### config.mk
export PLATFORM = sky130hd
export DESIGN_NAME = spi_tx_scheduler
export DESIGN_NICKNAME = d
export VERILOG_FILES = /design/src/rtl/spi_pkg.sv /design/src/rtl/spi_rr_arbiter.sv /design/src/rtl/spi_tx_scheduler.sv
export SDC_FILE = /design/constraint.sdc
export NUM_CORES = 1
export LEC_CHECK = 0
export BUFFER_PORTS_ARGS = -buffer_cell sky130_fd_sc_hd__buf_2
export CAP_MARGIN = 20
export CORE_MARGIN = 2
export CORE_UTILIZATION = 35
export DETAILED_ROUTE_END_ITERATION = 10
export PLACE_DENSITY_LB_ADDON = 0.08
export SLEW_MARGIN = 20
export SYNTH_ARGS = -nofsm -noshare
export SYNTH_HDL_FRONTEND = slang
export SYNTH_SLANG_ARGS = --single-unit
export TNS_END_PERCENT = 10
### constraint.sdc
create_clock -name clk -period 9.1 [get_ports clk]
set_clock_uncertainty 0.2 [all_clocks]
set_input_delay 0.455 -clock clk [delete_from_list [all_inputs] [get_ports clk]]
set_output_delay 0.455 -clock clk [all_outputs]
set_load 0.005 [all_outputs]
### src/rtl/spi_pkg.sv
// Shared SPI definitions: scheduler state encoding, default word width and
// a small sizing helper, shared with the shifter's testbench.
package spi_pkg;

    localparam int SPI_WIDTH = 8;

    typedef enum logic [2:0] {
        ST_IDLE  = 3'd0,
        ST_SETUP = 3'd1,
        ST_START = 3'd2,
        ST_WAIT  = 3'd3,
        ST_HOLD  = 3'd4,
        ST_ACK   = 3'd5
    } spi_state_t;

    function automatic int max3(input int a, input int b, input int c);
        int m;
        m = (a > b) ? a : b;
        return (m > c) ? m : c;
    endfunction

endpackage

### src/rtl/spi_rr_arbiter.sv
// Round-robin picker: first set request at or after rr_ptr (wrapping).
// The pointer moves to one past the owner when a transaction is retired.
module spi_rr_arbiter #(
    parameter int NUM_REQ = 4,
    parameter int IDX_W   = $clog2(NUM_REQ)
) (
    input  logic               clk,
    input  logic               rst,
    input  logic [NUM_REQ-1:0] req,
    input  logic               adv,
    input  logic [IDX_W-1:0]   adv_idx,
    output logic [NUM_REQ-1:0] grant_oh,
    output logic [IDX_W-1:0]   grant_idx,
    output logic               any
);

    logic [IDX_W-1:0] rr_ptr;

    always_ff @(posedge clk) begin
        if (rst)
            rr_ptr <= '0;
        else if (adv)
            rr_ptr <= (adv_idx == IDX_W'(NUM_REQ - 1)) ? '0 : adv_idx + 1'b1;
    end

    always_comb begin
        int               j;
        logic [IDX_W-1:0] jj;
        grant_oh  = '0;
        grant_idx = '0;
        any       = 1'b0;
        j         = 0;
        jj        = '0;
        for (int k = 0; k < NUM_REQ; k++) begin
            j = int'(rr_ptr) + k;
            if (j >= NUM_REQ)
                j = j - NUM_REQ;
            jj = IDX_W'(j);
            if (!any && req[jj]) begin
                any          = 1'b1;
                grant_idx    = jj;
                grant_oh[jj] = 1'b1;
            end
        end
    end

endmodule

### src/rtl/spi_tx_scheduler.sv
// Shares one SPI shifter among NUM_REQ requesters: arbitrate, assert the
// owner's chip select, start the shifter, wait for its done edge, then ack.
module spi_tx_scheduler
    import spi_pkg::*;
#(
    parameter int WIDTH    = SPI_WIDTH,
    parameter int NUM_REQ  = 4,
    parameter int CS_SETUP = 2,
    parameter int CS_HOLD  = 2,
    parameter int TIMEOUT  = 64
) (
    input  logic                     clk,
    input  logic                     rst,
    input  logic [NUM_REQ-1:0]       req,
    input  logic [NUM_REQ*WIDTH-1:0] req_data,
    output logic [NUM_REQ-1:0]       grant,
    output logic [NUM_REQ-1:0]       ack,
    output logic                     err,
    output logic                     busy,
    output logic [NUM_REQ-1:0]       cs_n,
    output logic [WIDTH-1:0]         shf_data,
    output logic                     shf_init,
    input  logic                     shf_done
);

    localparam int IDX_W = $clog2(NUM_REQ);
    localparam int CNT_W = $clog2(max3(CS_SETUP, CS_HOLD, TIMEOUT) + 1);

    spi_state_t         state, nstate;
    logic [IDX_W-1:0]   owner;
    logic [NUM_REQ-1:0] owner_oh;
    logic [WIDTH-1:0]   word;
    logic               err_flag;
    logic               done_prev;
    logic [CNT_W-1:0]   cnt;

    logic [NUM_REQ-1:0] pick_oh;
    logic [IDX_W-1:0]   pick_idx;
    logic               pick_any;
    logic [WIDTH-1:0]   pick_word;
    logic               done_edge;
    logic               timed_out;

    spi_rr_arbiter #(.NUM_REQ(NUM_REQ), .IDX_W(IDX_W)) u_arb (
        .clk       (clk),
        .rst       (rst),
        .req       (req),
        .adv       (state == ST_ACK),
        .adv_idx   (owner),
        .grant_oh  (pick_oh),
        .grant_idx (pick_idx),
        .any       (pick_any)
    );

    always_comb begin
        pick_word = '0;
        for (int i = 0; i < NUM_REQ; i++)
            if (pick_oh[i])
                pick_word = pick_word | req_data[i*WIDTH +: WIDTH];
    end

    // done is a sticky level from the shifter, so only a rising edge counts
    assign done_edge = shf_done & ~done_prev;
    assign timed_out = (cnt == CNT_W'(TIMEOUT));
    assign owner_oh  = NUM_REQ'(1) << owner;

    always_ff @(posedge clk) begin
        if (rst) begin
            state     <= ST_IDLE;
            owner     <= '0;
            word      <= '0;
            err_flag  <= 1'b0;
            done_prev <= 1'b0;
            cnt       <= '0;
        end else begin
            state <= nstate;
            if (nstate != state || state == ST_IDLE || state == ST_ACK)
                cnt <= '0;
            else
                cnt <= cnt + 1'b1;
            case (state)
                ST_IDLE: if (pick_any) begin
                    owner    <= pick_idx;
                    word     <= pick_word;
                    err_flag <= (pick_word == '0);
                end
                ST_START: done_prev <= shf_done;
                ST_WAIT: begin
                    done_prev <= shf_done;
                    if (timed_out && !done_edge)
                        err_flag <= 1'b1;
                end
                default: ;
            endcase
        end
    end

    always_comb begin
        nstate = state;
        case (state)
            ST_IDLE:  if (pick_any) nstate = (pick_word == '0) ? ST_ACK : ST_SETUP;
            ST_SETUP: if (cnt == CNT_W'(CS_SETUP - 1)) nstate = ST_START;
            ST_START: nstate = ST_WAIT;
            ST_WAIT:  if (done_edge || timed_out) nstate = ST_HOLD;
            ST_HOLD:  if (cnt == CNT_W'(CS_HOLD - 1)) nstate = ST_ACK;
            ST_ACK:   nstate = ST_IDLE;
            default:  nstate = ST_IDLE;
        endcase
    end

    always_comb begin
        grant    = '0;
        ack      = '0;
        err      = 1'b0;
        cs_n     = '1;
        shf_data = '0;
        shf_init = 1'b0;
        busy     = (state != ST_IDLE);
        case (state)
            ST_SETUP, ST_START, ST_WAIT, ST_HOLD: begin
                grant    = owner_oh;
                cs_n     = ~owner_oh;
                shf_data = word;
                shf_init = (state == ST_START);
            end
            ST_ACK: begin
                ack = owner_oh;
                err = err_flag;
            end
            default: ;
        endcase
    end

endmodule
==> report_table.html <==
<table>
<tr><th>Metric</th><th>Value</th></tr>
<tr><th colspan="2">Finish</th></tr>
<tr><td>Count of nets after finishing</td><td>386</td></tr>
<tr><td>Area growth syn-to-layout</td><td>15.19%</td></tr>
<tr><td>Finished layout cell area</td><td>around 2600 um2</td></tr>
<tr><td>Fraction of layout cells with a size suffix above 1</td><td>a little under a quarter</td></tr>
<tr><td>Non-filler instance count after layout</td><td>between 400 and 500</td></tr>
<tr><td>Final core utilization</td><td>42.36%</td></tr>
<tr><td>Number of inserted filler cells in the final layout</td><td>634</td></tr>
<tr><td># diodes</td><td>0</td></tr>
<tr><th colspan="2">Synthesis</th></tr>
<tr><td>Number of flip-flops and latches in the synthesized netlist</td><td>24</td></tr>
<tr><td>Sequential-to-total area share from yosys stat</td><td>21.68%</td></tr>
<tr><td>Number of library cell types mapped by synthesis</td><td>54</td></tr>
<tr><td>Number of enable flip-flop cells after synthesis</td><td>0</td></tr>
<tr><td>Share of flip-flops with an asynchronous set or reset</td><td>0%</td></tr>
<tr><td>Main area contributors after synthesis</td><td>sky130_fd_sc_hd__dfxtp_1 22%, sky130_fd_sc_hd__ha_1 8.5%, sky130_fd_sc_hd__and3_1 6.2%</td></tr>
<tr><td>Top-area cell type share of the netlist area</td><td>21.68%</td></tr>
<tr><td>Per-instance average area after synthesis</td><td>7.802 um2</td></tr>
<tr><td>Cell Area, Synth</td><td>between 2000 and 2500 um2</td></tr>
<tr><td>Top cell type by total area after synthesis</td><td>sky130_fd_sc_hd__dfxtp_1</td></tr>
<tr><td>Post-synth top flop</td><td>sky130_fd_sc_hd__dfxtp_1</td></tr>
<tr><td>Syn Inst Count</td><td>284</td></tr>
<tr><td>Post-Syn Nets</td><td>338</td></tr>
<tr><td>Number of synthesis warnings</td><td>0</td></tr>
<tr><th colspan="2">Timing</th></tr>
<tr><td>Final worst-path cycle share</td><td>48.96%</td></tr>
<tr><td>Accumulated negative setup slack</td><td>0 ns</td></tr>
<tr><td>Relative slew slack</td><td>49.98%</td></tr>
<tr><td>Max Transition Viols Final</td><td>0</td></tr>
<tr><td>Max Fclk</td><td>~220 MHz</td></tr>
<tr><td>Transition at the pin with the smallest max-transition slack</td><td>0.7476 ns</td></tr>
<tr><td>Fin. Hold Viols</td><td>0</td></tr>
<tr><td>Final Worst Setup Slack</td><td>4.644 ns</td></tr>
<tr><td>Final min period</td><td>about 4.5 ns</td></tr>
<tr><td>RSZ-0062 raised after global routing</td><td>no</td></tr>
<tr><td>Number of setup violations in the final report</td><td>0</td></tr>
<tr><th colspan="2">Clock tree</th></tr>
<tr><td>CTS root buffer</td><td>sky130_fd_sc_hd__clkbuf_8</td></tr>
<tr><td>Clock tree from TritonCTS</td><td>yes</td></tr>
<tr><td>TritonCTS sink count</td><td>24</td></tr>
<tr><td>Clk slew on worst S/H paths</td><td>~0.08 ns</td></tr>
<tr><td>Hold-fix buffers at CTS</td><td>0</td></tr>
<tr><td>Total CTS buffers</td><td>3</td></tr>
<tr><td>Number of resized instances in the post-cts repair step</td><td>0</td></tr>
<tr><td>Maximum clock insertion buffer count</td><td>2</td></tr>
<tr><td>Post-CTS setup buffer count</td><td>0</td></tr>
<tr><td>Depth of the CTS H-tree</td><td>1</td></tr>
<tr><td>Source-to-sink clock delay at the later pin of the worst-skew pair</td><td>0.26 ns</td></tr>
<tr><th colspan="2">Detailed routing</th></tr>
<tr><td>Routed met1 length</td><td>3.053 mm</td></tr>
<tr><td>Met3 routed wirelength</td><td>300 um</td></tr>
<tr><td>First-pass DRT Iterations</td><td>4</td></tr>
<tr><td>Total Wirelength</td><td>6.270 mm</td></tr>
<tr><td>Uppermost signal routing layer after detailed routing</td><td>met4</td></tr>
<tr><td>Routed via count divided by cell count</td><td>5.612</td></tr>
<tr><td>Routed length on met2</td><td>2.903 mm</td></tr>
<tr><td>Mean routed wirelength per cell</td><td>between 15 and 20 um</td></tr>
<tr><td>First-iteration detailed-routing DRC count</td><td>126</td></tr>
<tr><td>Vias</td><td>2,273</td></tr>
<tr><td>Final antenna-violating net count</td><td>0</td></tr>
<tr><td>Number of remaining DRC errors</td><td>0</td></tr>
<tr><th colspan="2">Die</th></tr>
<tr><td>Vertical die dimension</td><td>~84 um</td></tr>
<tr><td>Initial Util</td><td>~37%</td></tr>
<tr><td>Core Rows</td><td>28</td></tr>
<tr><td>Overall die width</td><td>roughly 84 um</td></tr>
<tr><td>Die Area</td><td>about 7000 um2</td></tr>
<tr><td>CORE AREA</td><td>around 6000 um2</td></tr>
<tr><td>IO Count</td><td>62</td></tr>
<tr><th colspan="2">Setup path</th></tr>
<tr><td>Ordered list of cells on the worst path</td><td>inv_2 &gt; ha_1 &gt; mux2_2 &gt; and3_1 &gt; a2111oi_0 &gt; nor2_1 &gt; a222oi_1 &gt; nand3_1 &gt; or4_4 &gt; a21oi_2</td></tr>
<tr><td>Worst EP required</td><td>9.10 ns</td></tr>
<tr><td>Critical Path Max Stage Delay</td><td>~0.74 ns</td></tr>
<tr><td>CP max-delay cell</td><td>sky130_fd_sc_hd__dfxtp_1</td></tr>
<tr><td>Category of the most critical setup path</td><td>flop to flop</td></tr>
<tr><td>Sort of element at the end of the critical path</td><td>flop</td></tr>
<tr><td>Data arrival, critical path</td><td>4.46 ns</td></tr>
<tr><td>Worst R2R Path Depth</td><td>10</td></tr>
<tr><td>Kind of start point of the critical path</td><td>flop</td></tr>
<tr><td>Crit Path Max Fanout</td><td>19</td></tr>
<tr><th colspan="2">Power and ir drop</th></tr>
<tr><td>Pwr dens</td><td>105.0 nW/um2</td></tr>
<tr><td>Worst vdd rail ir drop</td><td>0.00008462 V</td></tr>
<tr><td>Leakage</td><td>1.169 nW</td></tr>
<tr><th colspan="2">Flow run</th></tr>
<tr><td>Reported max-cap violation count</td><td>0</td></tr>
<tr><th colspan="2">Global route</th></tr>
<tr><td>Global-route usage over all layers</td><td>17.42%</td></tr>
<tr><td>Antenna violations before repair</td><td>0</td></tr>
<tr><td>Grt ovf</td><td>0</td></tr>
<tr><td>Maximum number of pins on one net before global-route repair</td><td>20</td></tr>
<tr><td>First-pass GRT wire length</td><td>10.30 mm</td></tr>
<tr><td>Number of global-route vias before repair</td><td>around 2,100</td></tr>
<tr><th colspan="2">Placement</th></tr>
<tr><td>Placed cell area</td><td>around 2500 um2</td></tr>
<tr><td>Half-perimeter wire length after detailed placement</td><td>4.917 mm</td></tr>
<tr><td>Port-buffer cells</td><td>61</td></tr>
<tr><td>Placement-stage worst setup slack</td><td>4.723 ns</td></tr>
<tr><td>Placed cell count</td><td>402</td></tr>
<tr><td>Routability congestion estimate from global placement</td><td>slightly above 0.9</td></tr>
<tr><th colspan="2">Min path</th></tr>
<tr><td>Class of the most critical hold timing path</td><td>input port to flop</td></tr>
<tr><td>Cell count of the worst hold path</td><td>3</td></tr>
<tr><th colspan="2">Outcome</th></tr>
<tr><td>Status</td><td>finished, final reports clean</td></tr>
</table>
==> cells in the mapped netlist, types with 4 or more instances <==
library cell	instances
sky130_fd_sc_hd__a2111o_1	5
sky130_fd_sc_hd__a211oi_1	4
sky130_fd_sc_hd__a21oi_1	17
sky130_fd_sc_hd__a222oi_1	4
sky130_fd_sc_hd__a22oi_1	10
sky130_fd_sc_hd__and2_1	16
sky130_fd_sc_hd__and3_1	22
sky130_fd_sc_hd__buf_6	5
sky130_fd_sc_hd__clkbuf_1	11
sky130_fd_sc_hd__dfxtp_1	24
sky130_fd_sc_hd__ha_1	15
sky130_fd_sc_hd__inv_1	12
sky130_fd_sc_hd__mux2i_1	7
sky130_fd_sc_hd__nand2_1	12
sky130_fd_sc_hd__nand2b_1	7
sky130_fd_sc_hd__nand3_1	5
sky130_fd_sc_hd__nand3b_1	4
sky130_fd_sc_hd__nor2_1	36
sky130_fd_sc_hd__o21ai_0	8
sky130_fd_sc_hd__o22ai_1	5
sky130_fd_sc_hd__xnor2_1	4
==> state kept, by name, indices dropped and copies added (netlist names) <==
register / cells
u_arb.rr_ptr: 2
cnt: 7
state: 3
word: 8
done_prev: 1
owner: 2
err_flag: 1
==> stage by stage <==
| step | power, W | hold slack (ns) |
|---|---|---|
| 6_report | 0.0002680 | 0.2414 |
| 3_3_place_gp | 0.0002108 | 0.2687 |
| 4_1_cts | 0.0002702 | 0.2468 |
| 3_5_place_dp | 0.0002101 | 0.2722 |
| 5_1_grt | 0.0002871 | 0.2905 |
| 2_1_floorplan | 0.0001773 | 0.2407 |
==> critical path: cells and delay by family, from the launching register on <==
family / cells / cell delay (ns)
simple gates: 4 / 1.17
compound gates: 3 / 1.13
flops: 1 / 0.74
fa+ha+maj: 1 / 0.53
mux: 1 / 0.41
buf+inv: 1 / 0.22
==> cells in the final DEF (no fill, tap or decap), drive strengths merged, types with 3 or more instances in the layout <==
| master | instances |
|---|---|
| clkbuf | 3 |
| a221oi | 3 |
| and2 | 17 |
| nand2 | 12 |
| or2b | 3 |
| a311oi | 3 |
| nand2b | 7 |
| buf | 62 |
| a222oi | 4 |
| nor4 | 3 |
| xnor2 | 4 |
| nand3 | 5 |
| ha | 15 |
| o22ai | 5 |
| a22o | 3 |
| nand3b | 4 |
| dfxtp | 24 |
| a2111o | 5 |
| a22oi | 10 |
| o21ai | 9 |
| nor2 | 36 |
| and3 | 22 |
| inv | 13 |
| mux2i | 7 |
| a21oi | 19 |
| a211oi | 4 |
==> layout make-up <==
| type | instances | area, um2 | share of cell area, % |
|---|---|---|---|
| multi-input cells | 228 | 1575 | 61.72 |
| clock buffers | 3 | 41.29 | 1.618 |
| inverters | 13 | 48.80 | 1.912 |
| repair buffers | 62 | 312.8 | 12.25 |
| flip-flops and latches | 24 | 480.5 | 18.82 |
| well taps | 75 | 93.84 | 3.676 |
==> per-layer routing <==
metal  global-route usage (%)  vias to the layer above
li1                         -                     1137
met1                    24.63                     1081
met2                    28.80                       53
met3                    2.868                        2
met4                    1.760                        0
met5                        0                        -
==> path summary, 6_finish.rpt <==
kind                                     start  slack, ns                     end
setup / recovery  u_arb.rr_ptr[0]$_SDFFE_PP0P_       4.64   err_flag$_SDFFE_PP0P_
setup reg to reg  u_arb.rr_ptr[0]$_SDFFE_PP0P_       4.64   err_flag$_SDFFE_PP0P_
hold / removal                        shf_done       0.24  done_prev$_SDFFE_PP0P_
hold reg to reg              cnt[0]$_SDFF_PP0_       0.29       cnt[0]$_SDFF_PP0_
==> kinds of logic (layout without fill, tap and decap cells) <==
group                    after synthesis  in the layout  share of synthesized area, %
flip-flops                            24             24                         21.68
multiplexers                          10             10                         5.364
adder cells (fa/ha/maj)               15             15                         8.470
buffers and inverters                 32             78                         7.227
AND/OR/NAND/NOR                      120            120                         29.42
AO/OA/AOI/OAI                         77             77                         25.47
XOR/XNOR                               6              6                         2.372
==> report_power, final <==
part | internal (W) | total (W) | switching, W
Clock | 0.0000295 | 0.0000606 | 0.0000311
Combinational | 0.0000377 | 0.0000883 | 0.0000506
Sequential | 0.000113 | 0.000119 | 0.00000595
Power figures use the tool's default switching activity.
